==> config.mk <==
export PLATFORM = sky130hd
export DESIGN_NAME = quad_rot_counter
export DESIGN_NICKNAME = d
export VERILOG_FILES = /design/src/rtl/quad_rot_pkg.sv /design/src/rtl/quad_rot_counter_debounce_filter.sv /design/src/rtl/quad_rot_counter.sv
export SDC_FILE = /design/constraint.sdc
export NUM_CORES = 1
export LEC_CHECK = 0
export CAP_MARGIN = 20
export CORE_ASPECT_RATIO = 1.1
export CORE_UTILIZATION = 25
export DETAILED_ROUTE_END_ITERATION = 10
export PLACE_DENSITY = 0.37
export SLEW_MARGIN = 20
export SYNTH_ARGS = -nofsm -noshare
export SYNTH_HDL_FRONTEND = slang
export SYNTH_SLANG_ARGS = --single-unit
==> constraint.sdc <==
create_clock -name clk -period 3.9 [get_ports clk]
set_clock_uncertainty 0.15 [all_clocks]
set_input_delay 0.78 -clock clk [delete_from_list [all_inputs] [get_ports clk]]
set_output_delay 0.78 -clock clk [all_outputs]
set_load 0.01 [all_outputs]
==> src/rtl/quad_rot_pkg.sv <==
// Shared definitions for the rotary-encoder position counter:
// quadrature FSM state encoding, direction constants and phase helpers.
package quad_rot_pkg;

    typedef enum logic [2:0] {
        ST_RESYNC = 3'd0,
        ST_IDLE   = 3'd1,
        ST_CW1    = 3'd2,
        ST_CW2    = 3'd3,
        ST_CW3    = 3'd4,
        ST_CCW1   = 3'd5,
        ST_CCW2   = 3'd6,
        ST_CCW3   = 3'd7
    } quad_state_e;

    localparam logic DIR_CW  = 1'b1;
    localparam logic DIR_CCW = 1'b0;

    localparam logic [1:0] AB_00 = 2'b00;
    localparam logic [1:0] AB_01 = 2'b01;
    localparam logic [1:0] AB_11 = 2'b11;
    localparam logic [1:0] AB_10 = 2'b10;

    // Filtered {A,B} pair that each tracking state expects to be sitting on.
    function automatic logic [1:0] state_pair(input quad_state_e st);
        logic [1:0] pair;
        case (st)
            ST_IDLE:  pair = AB_00;
            ST_CW1:   pair = AB_01;
            ST_CW2:   pair = AB_11;
            ST_CW3:   pair = AB_10;
            ST_CCW1:  pair = AB_10;
            ST_CCW2:  pair = AB_11;
            ST_CCW3:  pair = AB_01;
            default:  pair = AB_00;
        endcase
        return pair;
    endfunction

    // Both channels moving at once cannot come from a real quadrature encoder.
    function automatic logic both_changed(input logic [1:0] from_ab,
                                          input logic [1:0] to_ab);
        return ((from_ab ^ to_ab) == 2'b11);
    endfunction

endpackage

==> src/rtl/quad_rot_counter_debounce_filter.sv <==
// Two-flop synchroniser followed by a consecutive-cycle debounce window
// for one raw encoder channel; also reports when the first window completed.
module debounce_filter
    import quad_rot_pkg::*;
#(
    parameter int unsigned DB_CYCLES = 250000
) (
    input  logic clk,
    input  logic reset,
    input  logic raw_i,
    output logic filt_o,
    output logic valid_o
);

    localparam int unsigned CNT_W = $clog2(DB_CYCLES + 1);

    logic             sync1_q;
    logic             sync2_q;
    logic             last_q;
    logic             filt_q;
    logic             filt_d;
    logic             valid_q;
    logic             valid_d;
    logic [CNT_W-1:0] cnt_q;
    logic [CNT_W-1:0] cnt_d;
    logic [CNT_W-1:0] run_len;
    logic             count_en;
    logic             window_done;

    // Until the first window completes, any stable level counts (so the
    // flag can set even when the value never changes); afterwards only a
    // level that differs from the filtered one is timed.
    always_comb begin
        count_en    = (sync2_q != filt_q) || !valid_q;
        run_len     = (sync2_q != last_q) ? CNT_W'(1) : (cnt_q + CNT_W'(1));
        window_done = count_en && (run_len == CNT_W'(DB_CYCLES));
        if (!count_en) begin
            cnt_d = '0;
        end else if (window_done) begin
            cnt_d = '0;
        end else begin
            cnt_d = run_len;
        end
        if (window_done) begin
            filt_d  = sync2_q;
            valid_d = 1'b1;
        end else begin
            filt_d  = filt_q;
            valid_d = valid_q;
        end
    end

    // Synchroniser, change detector and debounce state.
    always_ff @(posedge clk) begin
        if (reset) begin
            sync1_q <= 1'b0;
            sync2_q <= 1'b0;
            last_q  <= 1'b0;
            filt_q  <= 1'b0;
            valid_q <= 1'b0;
            cnt_q   <= '0;
        end else begin
            sync1_q <= raw_i;
            sync2_q <= sync1_q;
            last_q  <= sync2_q;
            filt_q  <= filt_d;
            valid_q <= valid_d;
            cnt_q   <= cnt_d;
        end
    end

    assign filt_o  = filt_q;
    assign valid_o = valid_q;

endmodule

==> src/rtl/quad_rot_counter.sv <==
// Rotary encoder position counter: debounced quadrature channels feed a
// detent-tracking FSM that steps a 3-bit wrapping position.
module quad_rot_counter
    import quad_rot_pkg::*;
#(
    parameter int unsigned DB_CYCLES = 250000
) (
    input  logic       clk,
    input  logic       reset,
    input  logic       enc_a,
    input  logic       enc_b,
    input  logic       enable,
    output logic [2:0] bin_rot,
    output logic       step_pulse,
    output logic       dir,
    output logic       err
);

    logic        filt_a;
    logic        filt_b;
    logic        valid_a;
    logic        valid_b;
    logic [1:0]  ab;

    quad_state_e state_q;
    logic [2:0]  bin_rot_q;
    logic        step_q;
    logic        dir_q;
    logic        err_q;

    debounce_filter #(.DB_CYCLES(DB_CYCLES)) u_filt_a (
        .clk     (clk),
        .reset   (reset),
        .raw_i   (enc_a),
        .filt_o  (filt_a),
        .valid_o (valid_a)
    );

    debounce_filter #(.DB_CYCLES(DB_CYCLES)) u_filt_b (
        .clk     (clk),
        .reset   (reset),
        .raw_i   (enc_b),
        .filt_o  (filt_b),
        .valid_o (valid_b)
    );

    assign ab = {filt_a, filt_b};

    // Detent tracker with registered position, direction and pulses.
    // A finished detent is only applied when enable is high, but the
    // tracking itself never stops.
    always_ff @(posedge clk) begin
        if (reset) begin
            state_q   <= ST_RESYNC;
            bin_rot_q <= 3'b000;
            step_q    <= 1'b0;
            dir_q     <= DIR_CCW;
            err_q     <= 1'b0;
        end else begin
            step_q <= 1'b0;
            err_q  <= 1'b0;
            case (state_q)
                ST_RESYNC: begin
                    if (valid_a && valid_b && (ab == AB_00)) begin
                        state_q <= ST_IDLE;
                    end else begin
                        state_q <= ST_RESYNC;
                    end
                end
                ST_IDLE, ST_CW1, ST_CW2, ST_CW3, ST_CCW1, ST_CCW2, ST_CCW3: begin
                    if (both_changed(state_pair(state_q), ab)) begin
                        err_q   <= 1'b1;
                        state_q <= ST_RESYNC;
                    end else begin
                        case (state_q)
                            ST_IDLE: begin
                                if (ab == AB_01) begin
                                    state_q <= ST_CW1;
                                end else if (ab == AB_10) begin
                                    state_q <= ST_CCW1;
                                end else begin
                                    state_q <= ST_IDLE;
                                end
                            end
                            ST_CW1: begin
                                if (ab == AB_11) begin
                                    state_q <= ST_CW2;
                                end else if (ab == AB_00) begin
                                    state_q <= ST_IDLE;
                                end else begin
                                    state_q <= ST_CW1;
                                end
                            end
                            ST_CW2: begin
                                if (ab == AB_10) begin
                                    state_q <= ST_CW3;
                                end else if (ab == AB_01) begin
                                    state_q <= ST_CW1;
                                end else begin
                                    state_q <= ST_CW2;
                                end
                            end
                            ST_CW3: begin
                                if (ab == AB_00) begin
                                    state_q <= ST_IDLE;
                                    if (enable) begin
                                        bin_rot_q <= bin_rot_q + 3'd1;
                                        step_q    <= 1'b1;
                                        dir_q     <= DIR_CW;
                                    end else begin
                                        bin_rot_q <= bin_rot_q;
                                    end
                                end else if (ab == AB_11) begin
                                    state_q <= ST_CW2;
                                end else begin
                                    state_q <= ST_CW3;
                                end
                            end
                            ST_CCW1: begin
                                if (ab == AB_11) begin
                                    state_q <= ST_CCW2;
                                end else if (ab == AB_00) begin
                                    state_q <= ST_IDLE;
                                end else begin
                                    state_q <= ST_CCW1;
                                end
                            end
                            ST_CCW2: begin
                                if (ab == AB_01) begin
                                    state_q <= ST_CCW3;
                                end else if (ab == AB_10) begin
                                    state_q <= ST_CCW1;
                                end else begin
                                    state_q <= ST_CCW2;
                                end
                            end
                            ST_CCW3: begin
                                if (ab == AB_00) begin
                                    state_q <= ST_IDLE;
                                    if (enable) begin
                                        bin_rot_q <= bin_rot_q - 3'd1;
                                        step_q    <= 1'b1;
                                        dir_q     <= DIR_CCW;
                                    end else begin
                                        bin_rot_q <= bin_rot_q;
                                    end
                                end else if (ab == AB_11) begin
                                    state_q <= ST_CCW2;
                                end else begin
                                    state_q <= ST_CCW3;
                                end
                            end
                            default: state_q <= ST_RESYNC;
                        endcase
                    end
                end
                default: state_q <= ST_RESYNC;
            endcase
        end
    end

    assign bin_rot    = bin_rot_q;
    assign step_pulse = step_q;
    assign dir        = dir_q;
    assign err        = err_q;

endmodule

# Word-level counts from Yosys, hierarchy flattened
# Index checks and enable logic that the tools add are counted.
# totals
ff_bits	55
latch_bits	0
mem_bits_rw	0
mem_bits_ro	0
input_bits	5
output_inout_bits	6
word_cells	105
memories	0
# op_classes
n_addsub	4
mul	0
n_div	0
n_lt_le_gt_ge	0
n_eq_ne	21
n_shift	0
n_mux	35
n_bitwise	7
n_reduce_logical	21
# op_table
cell	count
3-bit two-way mux	13
18-bit by 1-bit adder with 18-bit output, second input constant	2
18-bit == test, second input constant	2
18-bit two-way mux	2
3-bit one-hot mux with 7 select lines	1
3-bit == test, second input constant	4
2-bit two-way mux	6
3-bit one-hot mux with 2 select lines	2
2-bit OR reduction	5
1-bit two-way mux	9
2-bit != test, second input constant	4
7-bit AND reduction	1
7-bit OR reduction	1
2-bit == test, second input constant	3
3-bit by 2-bit == test with 1-bit output, second input constant	2
1-bit NOT	6
2-bit one-hot mux with 3 select lines	1
3-bit OR reduction	2
5-bit OR reduction	1
1-bit logical AND	4
1-bit != test	4
3-bit by 1-bit adder with 3-bit output, second input constant	1
3-bit by 1-bit == test with 1-bit output, second input constant	1
3-bit logical NOT	1
other kinds (8)	10

# Depth between registers and ports, before layout
# Gate-level depths: netlist (run 1).
# depth
ltp_word	9
ltp_mapped	9
depth_no_buf	8

# By module
# From an unflattened synthesis (run 1), not the netlist that was laid out.
# unflattened
cells_unflattened	335
hier_area_um2	3103.0
# by_module_without_submodules
mod	instances	cells_per_inst	area_per_inst_um2	seq_area_each_um2
debounce_filter at u_filt_b	1	130	1207.4	460.4
debounce_filter at u_filt_a	1	118	1099.8	460.4
quad_rot_counter	1	87	795.8	180.2

# Worst setup path before layout (run 1)
# OpenSTA, ideal clock, no wires.
# synth_timing
kind	reg2reg
start	register u_filt_b.cnt_q[0]
end	register u_filt_b.filt_q (netlist: u_filt_b.filt_o)
setup_ns	0.121
arrival_time_ns	2.366
t_required_ns	3.629
slack_ns	1.262
stages_incl_launch_ff	8
n_path_buf	0
synth_period_minus_slack_ns	2.638
cell_sequence	dfxtp_1 > ha_1 > and3_1 > or4b_1 > o311ai_1 > o21ai_0 > or4_4 > mux2_4
# synth_between
elab_chain_cells	4
# synth_rtl
element	line_no	rtl
start, declared	quad_rot_counter_debounce_filter.sv:24	logic [CNT_W-1:0] cnt_q;
start signal, assigned	quad_rot_counter_debounce_filter.sv:68	cnt_q <= cnt_d;
18-bit by 1-bit adder with 18-bit output	quad_rot_counter_debounce_filter.sv:35	run_len = (sync2_q != last_q) ? CNT_W'(1) : (cnt_q + CNT_W'(1));
18-bit two-way mux	quad_rot_counter_debounce_filter.sv:35	
18-bit == test	quad_rot_counter_debounce_filter.sv:36	window_done = count_en && (run_len == CNT_W'(DB_CYCLES));
1-bit logical AND	quad_rot_counter_debounce_filter.sv:36	
end signal, assigned	quad_rot_counter_debounce_filter.sv:66	filt_q <= filt_d;
end, declared	quad_rot_counter_debounce_filter.sv:20	logic filt_q;
# Every way passes these cells.
# A chain may end at the register's enable or synchronous reset.

# Worst setup path after layout (run 1)
# layout_timing
start	register u_filt_b.cnt_q[1]
end	register u_filt_b.filt_q (netlist: u_filt_b.filt_o)
# The elaborated chain is that of the path after synthesis.

==> impl_metrics.toml, run 1 <==
[grt]
track_usage_pct = 11.9
grt_pass1_wl_um = 12000
grt_overflow = 0
grt_pass1_vias = 2462
grt_max_degree = 18
antenna_found_initial = 0

[power]
power_leakage_uw = 0.00115
powerDensity_mw_per_mm2 = 331
max-vdd-ir-drop_mv = 0.251

[placed_design]
place_congestion = 0.807
place_area_mm2 = 0.00329
port_buffers = 10
hpwlAfterDp_um = 5110

[critical_path]
crit_type = "reg2reg"
crit_slowest_cell = "or4_4"
crit_chain = "ha_1 > and3_1 > or4b_1 > o311ai_1 > o21ai_0 > or4_4 > mux2_4"
crit_family = "simple AND/OR/NAND/NOR gates"
worst-path-buf-inv = 0
setup.worst_path.end_class = "flop"
worst_ep_arrival_time_ns = 3.00
max_stage_delay_ns = 0.54
critPathLaunchType = "flop"
required_ns = 3.93
path_max_fanout = 7

[clock_network]
clk_path_buf_depth = 2
htreeDepth = 2
clk_latency_ns = 0.29
cts_root_buffer = "clkbuf_16"
cts_tree = "yes"
numCtsBuffers = 5
ctsResizeCount = 0
cts_hold_buf = 0
cts_sinks = 55
clk_pin_slew_ns = 0.07
post_cts_buffers = 0

[die]
initial_core_util_pct = 25.5
dieHeight_um = 118
num_io_pins = 11
core_area_mm2 = 0.0120
die_area_mm2 = 0.0127
num_rows = 42
fp.dieW_um = 107

[timing]
hold_viol = 0
period_minus_slack_ns = 2.96
tightestPinTransition_ns = 0.644
final.setup.tns_ns = 0
setup_violations = 0
relSlewSlack_pct = 57.0
fin_crit_sh_pct = 76.0
rsz0062_at_grt = "false"
fmax_mhz = 337
slew_viol_final = 0

[synth]
synth_mux_area_share_pct = 2.21
yosysWarnings = 0
netlist.area_leader.share_pct = 36.0
synth_top_family_by_area = "simple AND/OR/NAND/NOR gates"
syn_nets = 368
synth.area.top_cells = "dfxtp_1, xnor2_1, nor3_1"
synth_xor_area_share_pct = 10.6
ys_seq_area_share_pct = 36.0
synthSimpleGateAreaFrac_pct = 31.1
synth_fa_ha_area_share_pct = 3.93
synth_area_mm2 = 0.00306
synth_ff_type = "dfxtp_1"
syn-instance-count = 354
synth-compound-area-share_pct = 11.7
ys_async_sr_fraction_pct = 0
synth_edf_count = 0
syn_area_per_cell_um2 = 8.64
yosysTopAreaCell = "dfxtp_1"
synth_cell_types = 60
synth-seq-cells = 55

[detailed_routing]
ant_nets = 0
first_pass_iters = 4
post_drt_wl_per_cell_um = 13.7
routed_wl_um = 6970
routed_via_density = 4.97
drc_errors = 0
drt-initial-drc-count = 142
vias = 2536

[finish]
fillCellCount = 1295
area_delta_synth_final_pct = 13.3
insertedDiodeCount = 0
design_area_mm2 = 0.00347
nNetsFinal = 369
drive_gt1_share_pct = 7.58

[run]
max_cap_viol_count = 0

[worst_hold_path]
hp-class = "reg2reg"

[run_status]
status = "complete, no violations"
==> per-layer routing <==
layer	track usage, %	routed length (µm)	part of all wire [%]
met1	15.5	3400	49
met2	19.0	3300	47
met3	2.44	124	1.8
met4	4.71	138	2.0
met5	0	0	0
==> cell usage after synthesis, types with 3 or more instances <==
master,number
o21ai_0,8
nor4_1,7
dfxtp_1,55
clkbuf_1,12
a31oi_1,3
nor2b_1,9
or4_1,4
nor3_1,25
nand3_1,15
xnor2_1,26
nor2_1,23
o211ai_1,3
buf_2,3
a21oi_1,13
nand2b_1,4
mux2i_1,3
ha_1,8
and3_1,3
nand2_1,28
nor3b_1,10
xor2_1,9
nand4_1,12
inv_1,14
or2_2,4
==> flip-flops by register name, summed over array words and instances, names as in the netlist <==
register,flops
step_pulse,1
u_filt_a.last_q,1
state_q,3
u_filt_a.sync1_q,1
u_filt_a.sync2_q,1
u_filt_b.last_q,1
u_filt_b.sync1_q,1
bin_rot,3
u_filt_a.valid_o,1
dir,1
u_filt_b.valid_o,1
u_filt_a.cnt_q,18
u_filt_b.filt_o,1
u_filt_b.cnt_q,18
u_filt_a.filt_o,1
err,1
u_filt_b.sync2_q,1
==> cells by family (layout without fill, tap and decap cells) <==
group                    after synthesis  after routing
AO/OA/AOI/OAI                         51             51
multiplexers                           6              6
flip-flops                            55             55
adder cells (fa/ha/maj)                9              9
AND/OR/NAND/NOR                      164            164
buffers and inverters                 33             35
XOR/XNOR                              36             36
==> worst paths after layout <==
kind | slack [ns] | cells past startpoint | end | from
worst max-delay path | 0.94 | 7 | u_filt_b.filt_o | u_filt_b.cnt_q[1]
worst min-delay path | 0.29 | 1 | u_filt_b.sync2_q | u_filt_b.sync1_q
worst max register to register | 0.94 | 7 | u_filt_b.filt_o | u_filt_b.cnt_q[1]
worst min register to register | 0.29 | 1 | u_filt_b.sync2_q | u_filt_b.sync1_q
==> worst reg2reg max path, cell delays in order (launching register included) <==
cell and delay, ns:
dfxtp_1 0.43, ha_1 0.31, and3_1 0.27, or4b_1 0.45, o311ai_1 0.13, o21ai_0 0.26, or4_4 0.54, mux2_4 0.30
==> per-stage QoR <==
stage	total power (µW)	std cells	util (%)	hold WS (ns)	setup WS, ns
4_1_cts	1170	510	28.9	0.300	0.938
3_5_place_dp	635	502	27.5	0.282	0.943
3_3_place_gp	636	502	27.5	0.287	1.01
5_1_grt	1200	510	28.9	0.328	0.757
6_report	1150	510	28.9	0.289	0.936
2_1_floorplan	620	354	-	0.264	1.26
==> power breakdown <==
part           leakage, µW  internal, µW  total [µW]  switching (µW)
combinational     0.000615          17.8        42.7            24.9
clock            0.0000868           320         527             207
sequential        0.000445           569         578            8.97
==> placed cells by master (no fill, tap or decap), types with 3 or more instances in the layout <==
| cell type | synthesis | routed |
|---|---|---|
| o21ai_0 | 8 | 8 |
| nand4_1 | 12 | 12 |
| ha_1 | 8 | 8 |
| nand3_1 | 15 | 15 |
| inv_1 | 14 | 14 |
| and3_1 | 3 | 3 |
| o211ai_1 | 3 | 3 |
| clkbuf_16 | 0 | 5 |
| nor2b_1 | 9 | 9 |
| nor2_1 | 23 | 23 |
| nand2_1 | 28 | 28 |
| nor4_1 | 7 | 6 |
| nor3_1 | 25 | 25 |
| a21oi_1 | 13 | 13 |
| clkdlybuf4s50_1 | 0 | 10 |
| xor2_1 | 9 | 9 |
| buf_4 | 1 | 3 |
| xnor2_1 | 26 | 26 |
| nor3b_1 | 10 | 10 |
| or2_2 | 4 | 4 |
| mux2i_1 | 3 | 3 |
| dfxtp_1 | 55 | 55 |
| nand2b_1 | 4 | 4 |
| a31oi_1 | 3 | 3 |
| or4_1 | 4 | 4 |
==> final cells by class <==
class | instances | area, µm² | area share, %
clock buffer | 6 | 139 | 4.01
tap | 154 | 193 | 5.56
sequential | 55 | 1100 | 31.8
timing repair buffer | 13 | 123 | 3.54
clock inverter | 2 | 35.0 | 1.01
inverter | 14 | 52.6 | 1.52
multi-input combinational | 266 | 1820 | 52.6
(Power assumes the default switching activity.)
==> run 2: changes to the inputs <==
==> constraint.sdc (replaced) <==
create_clock -name clk -period 3 [get_ports clk]
set_clock_uncertainty 0.15 [all_clocks]
set_input_delay 0.6 -clock clk [delete_from_list [all_inputs] [get_ports clk]]
set_output_delay 0.6 -clock clk [all_outputs]
set_load 0.01 [all_outputs]
==> run 2 against run 1 <==
- clock power up 23%
- flip-flop and latch count unchanged
- sequential power is 30% higher
- cell count grew 2.4%
- register-to-register slack worse by 0.81 ns
- clock-buffer cell count unchanged
- sequential share of layout area fell by 0.74 points
- critical path depth stayed put
- worst setup slack worse by 0.81 ns
- fmax is 3.2% higher
- wire length is 2.9% higher
- global-route usage rose by 0.11 points
- largest power group unchanged
- highest routed layer unchanged
==> impl_metrics.toml, run 2 (same netlist as run 1, synthesis figures left out) <==
[die]
num_io_pins = 11
die_area_mm2 = 0.0127
dieHeight_um = 118
num_rows = 42
fp.dieW_um = 107
core_area_mm2 = 0.0120
initial_core_util_pct = 25.5

[placed_design]
place_congestion = 0.777
hpwlAfterDp_um = 5310
port_buffers = 10
place_area_mm2 = 0.00339
dp.cells = 515

[critical_path]
crit_type = "reg2reg"
critPathLaunchType = "flop"
required_ns = 3.03
worst_ep_arrival_time_ns = 2.90
path_max_fanout = 7
setup.worst_path.end_class = "flop"

[clock_network]
numCtsBuffers = 5
cts_root_buffer = "clkbuf_16"
clk_path_buf_depth = 2
clk_latency_ns = 0.29
post_cts_buffers = 0
cts_sinks = 55
clk_pin_slew_ns = 0.08
cts_tree = "yes"
htreeDepth = 2

[grt]
grt_max_degree = 18
grt_pass1_vias = 2448
track_usage_pct = 12.0
antenna_found_initial = 0
grt_pass1_wl_um = 12100
grt_overflow = 0

[finish]
area_delta_synth_final_pct = 16.0
largestRegisters = "u_filt_a.cnt_q (18), u_filt_b.cnt_q (18)"
design_area_mm2 = 0.00355
drive_gt1_share_pct = 10.3
insertedDiodeCount = 0
final_cell_mix = "dfxtp_1, nand2_1, xnor2_1"
finalNonFillerCells = 522
final_common_cell = "dfxtp_1"
nNetsFinal = 382

[detailed_routing]
drc_errors = 0
post_drt_wl_per_cell_um = 13.7
routed_via_density = 4.85
vias = 2532
routed_wl_um = 7170
drt-initial-drc-count = 109
first_pass_iters = 4
ant_nets = 0

[worst_hold_path]
hp-class = "reg2reg"

[run_status]
status = "complete, no violations"

[run]
max_cap_viol_count = 0

[timing]
period_minus_slack_ns = 2.87
final.setup.tns_ns = 0
hold_viol = 0
fmax_mhz = 348
slew_viol_final = 0
setup_violations = 0
fin_crit_sh_pct = 95.7
tightestPinTransition_ns = 0.598
rsz0062_at_grt = "false"
relSlewSlack_pct = 60.1

[power]
max-vdd-ir-drop_mv = 0.307
powerDensity_mw_per_mm2 = 412
power_leakage_uw = 0.00120
==> run 2: cell types whose count changed in the layout (fill, tap and decap cells not counted) <==
cell      delta
buf_4       +13
clkbuf_1     +1
clkbuf_8     -1
clkinv_2     -1
o21ai_0      -1
o21ai_1      +1
==> run 2: final timing paths <==
check,startpoint,slack (ns),to,cells past startpoint
max,u_filt_b.cnt_q[1],0.13,u_filt_b.filt_o,7
min,u_filt_b.sync1_q,0.29,u_filt_b.sync2_q,1
max reg2reg,u_filt_b.cnt_q[1],0.13,u_filt_b.filt_o,7
min reg2reg,u_filt_b.sync1_q,0.29,u_filt_b.sync2_q,1
==> run 2: layout make-up <==
cell class,instances,area [µm²]
clock buffer,6,129
clock inverter,1,30.0
tap,154,193
timing repair buffer,26,220
fill,1275,8430
inverter,14,52.6
sequential,55,1100
multi-input combinational,266,1820
==> run 2: timing repair <==
| item | in CTS | in global routing |
|---|---|---|
| gates resized for setup | 0 | 1 |
| endpoints found under the setup margin | 0 | 1 |
| hold buffers | 0 | 0 |
==> run 2: power breakdown <==
| group | total [µW] | switching (µW) | internal (µW) |
|---|---|---|---|
| clock network | 650 | 259 | 390 |
| registers | 750 | 10.0 | 740 |
| logic | 64.0 | 36.5 | 27.5 |
| total | 1460 | 306 | 1160 |
==> run 2: per-stage QoR <==
step                      hold slack (ns)  util [%]  total power (µW)  worst slack [ns]
after floorplan                     0.264         -               806             0.362
after global placement              0.285      28.3               833             0.177
after detailed placement            0.273      28.3               832            0.0762
after CTS                           0.291      29.6              1490            0.0632
after global routing                0.301      29.6              1540           0.00171
final                               0.288      29.6              1460             0.128
==> run 2: routing by layer <==
layer | global-route usage (%) | part of all wire (%) | wire length, µm | vias to the layer above
met5 | 0 | 0 | 0 | -
met4 | 3.34 | 0.71 | 51 | 0
met3 | 1.99 | 1.6 | 112 | 2
met2 | 20.2 | 49 | 3480 | 15
met1 | 15.6 | 49 | 3530 | 1212
li1 | - | - | - | 1303
==> run 2: worst max-delay path, cell delays in order (launching register included) <==
cell	delay, ns
dfxtp_1	0.43
ha_1	0.31
and3_1	0.28
or4b_1	0.45
o311ai_1	0.12
o21ai_1	0.20
or4_4	0.52
mux2_4	0.30
==> run 3: changes to the inputs <==
--- a/config.mk
+++ b/config.mk
@@ -10,6 +10,7 @@
 export CORE_UTILIZATION = 25
 export DETAILED_ROUTE_END_ITERATION = 10
 export PLACE_DENSITY = 0.37
+export REMOVE_ABC_BUFFERS = 1
 export SLEW_MARGIN = 20
 export SYNTH_ARGS = -nofsm -noshare
 export SYNTH_HDL_FRONTEND = slang
==> run 3 against run 2 <==
- combinational power fell by 8.0%
- worst setup slack improved by 0.028 ns
- clock power decreased by 2%
- wire length up 1.6%
- clock-buffer cell count stayed put
- flip-flop and latch count unchanged
==> impl_metrics.toml, run 3 (same netlist as run 1, synthesis figures left out) <==
[run_status]
status = "complete, no violations"

[critical_path]
r2r_end = "u_filt_a.cnt_q[0]"
r2r_start = "u_filt_a.cnt_q[2]"
crit_slowest_cell = "or4_4"
path_max_fanout = 7
crit_type = "reg2reg"
crit_chain = "nand4_1 > nor4_1 > buf_4 > nand4_1 > a2111o_1 > or4_4 > and3_1"
rr_worst_depth = 7
required_ns = 3.05
crit_family = "simple AND/OR/NAND/NOR gates"
critPathMostFrequentCell = "nand4_1"
reg2reg_slack_ns = 0.16
setup.worst_path.end_class = "flop"
max_stage_delay_ns = 0.52
critPathLaunchType = "flop"
worst_ep_arrival_time_ns = 2.89
worst-path-buf-inv = 1

[clock_network]
clk_path_buf_depth = 2
post_cts_buffers = 0
cts_tree = "yes"
cts_hold_buf = 0
cts_root_buffer = "clkbuf_16"
htreeDepth = 2
cts_sinks = 55
clk_latency_ns = 0.30
ctsResizeCount = 0
clk_pin_slew_ns = 0.08
numCtsBuffers = 5

[power]
power_leakage_uw = 0.00121
intPower_uw = 1110
share_comb_of_total_power_pct = 4.1
powerDensity_mw_per_mm2 = 407
max-vdd-ir-drop_mv = 0.201
p_sw_uw = 340
total_power_uw = 1450
pwr-share-seq_pct = 51.9
clock_power_share_pct = 44.0
swShare_pct = 23.5

[finish]
drive_gt1_share_pct = 10.8
nNetsFinal = 382
layout.area.seq_mm2 = 0.00110
final_common_cell = "dfxtp_1"
final_cell_mix = "dfxtp_1, nand2_1, xnor2_1"
finalNonFillerCells = 523
largestRegisters = "u_filt_a.cnt_q (18), u_filt_b.cnt_q (18)"
fillCellCount = 1282
insertedDiodeCount = 0
multiInputGateArea_mm2 = 0.00182
area_delta_synth_final_pct = 16.0

[timing]
relSlewSlack_pct = 63.6
tightestPinTransition_ns = 0.545
period_minus_slack_ns = 2.84
setup_violations = 0
fmax_mhz = 352
whs_ns = 0.293
hold_viol = 0
rsz0062_at_grt = "false"
fin_crit_sh_pct = 94.8
worst_slack_ns = 0.156
final.setup.tns_ns = 0
slew_viol_final = 0

[grt]
track_usage_pct = 12.5
grt_overflow = 0
antenna_found_initial = 0
grt_pass1_vias = 2583
grt_max_degree = 19
grt_pass1_wl_um = 12500

[worst_hold_path]
hp-class = "reg2reg"
hold-path-cell-count = 1
min_to = "u_filt_a.sync2_q"
hold_path.startpoint = "u_filt_a.sync1_q"

[die]
num_io_pins = 11
num_rows = 42
dieHeight_um = 118
initial_core_util_pct = 25.5
die_area_mm2 = 0.0127
fp.dieW_um = 107
core_area_mm2 = 0.0120

[placed_design]
port_buffers = 10
hpwlAfterDp_um = 5310
dp.cells = 515
pre_cts_ws_ns = 0.148
place_congestion = 0.762

[run]
max_cap_viol_count = 0

[detailed_routing]
drc_errors = 0
ant_nets = 0
first_pass_iters = 5
routed_wl_um = 7280
post_drt_wl_per_cell_um = 13.9
vias = 2557
drt-initial-drc-count = 87
routed_via_density = 4.89
==> run 3: cell types whose count changed in the layout (fill, tap and decap cells not counted) <==
cell,previous run,this run
bufinv_16,1,0
clkbuf_8,0,1
clkinv_4,0,1
o21ai_1,1,0
o21ai_0,7,8
clkbuf_1,1,0
inv_8,0,1
==> run 3: routing by layer <==
metal / vias up / global-route usage (%) / part of all wire [%]
met2: 31 / 21.4 / 49
met4: 0 / 4.20 / 1.3
met5: - / 0 / 0
met3: 8 / 2.38 / 2.3
li1: 1301 / - / -
met1: 1217 / 15.4 / 48
==> run 3: through the flow <==
| step | utilization, % | instance area (µm²) |
|---|---|---|
| floorplan | - | 2970 |
| CTS | 29.6 | 3550 |
| global placement | 28.3 | 3390 |
| global route | 29.6 | 3550 |
| detailed placement | 28.3 | 3390 |
| finish | 29.6 | 3550 |
==> run 3: worst reg2reg max path: stages, from the launching register on <==
cell,delay (ns)
dfxtp_1,0.46
nand4_1,0.18
nor4_1,0.44
buf_4,0.20
nand4_1,0.11
a2111o_1,0.50
or4_4,0.52
and3_1,0.19
==> run 3: how the worst max path moves through the flow <==
| stage | from | to | slack [ns] | cells after the start |
|---|---|---|---|---|
| 3_3_place_gp | u_filt_a.cnt_q[2] | u_filt_a.filt_o | 0.14 | 7 |
| 2_1_floorplan | u_filt_b.cnt_q[0] | u_filt_b.cnt_q[12] | 0.02 | 7 |
| 6_report | u_filt_a.cnt_q[2] | u_filt_a.cnt_q[0] | 0.16 | 7 |
| 5_1_grt | u_filt_b.cnt_q[1] | u_filt_b.filt_o | 0.002 | 7 |
| 3_5_place_dp | u_filt_a.cnt_q[2] | u_filt_a.cnt_q[0] | 0.15 | 7 |
| 4_1_cts | u_filt_a.cnt_q[2] | u_filt_a.cnt_q[0] | 0.14 | 7 |
==> run 3: final cells by class <==
type | instances | area share (%)
well taps | 154 | 5.43
inverters | 14 | 1.48
repair buffers | 26 | 6.21
flip-flops and latches | 55 | 31.0
multi-input cells | 266 | 51.4
clock buffers | 6 | 3.91
clock inverters | 2 | 0.564
==> run 3: power by group through the flow <==
| stage | clock, µW | combinational (µW) | sequential, µW |
|---|---|---|---|
| after floorplan | 0 | 35.2 | 766 |
| after global placement | 0 | 61.3 | 767 |
| after detailed placement | 0 | 59.9 | 768 |
| after CTS | 671 | 60.1 | 750 |
| after global routing | 700 | 66.6 | 752 |
| final | 636 | 58.9 | 750 |
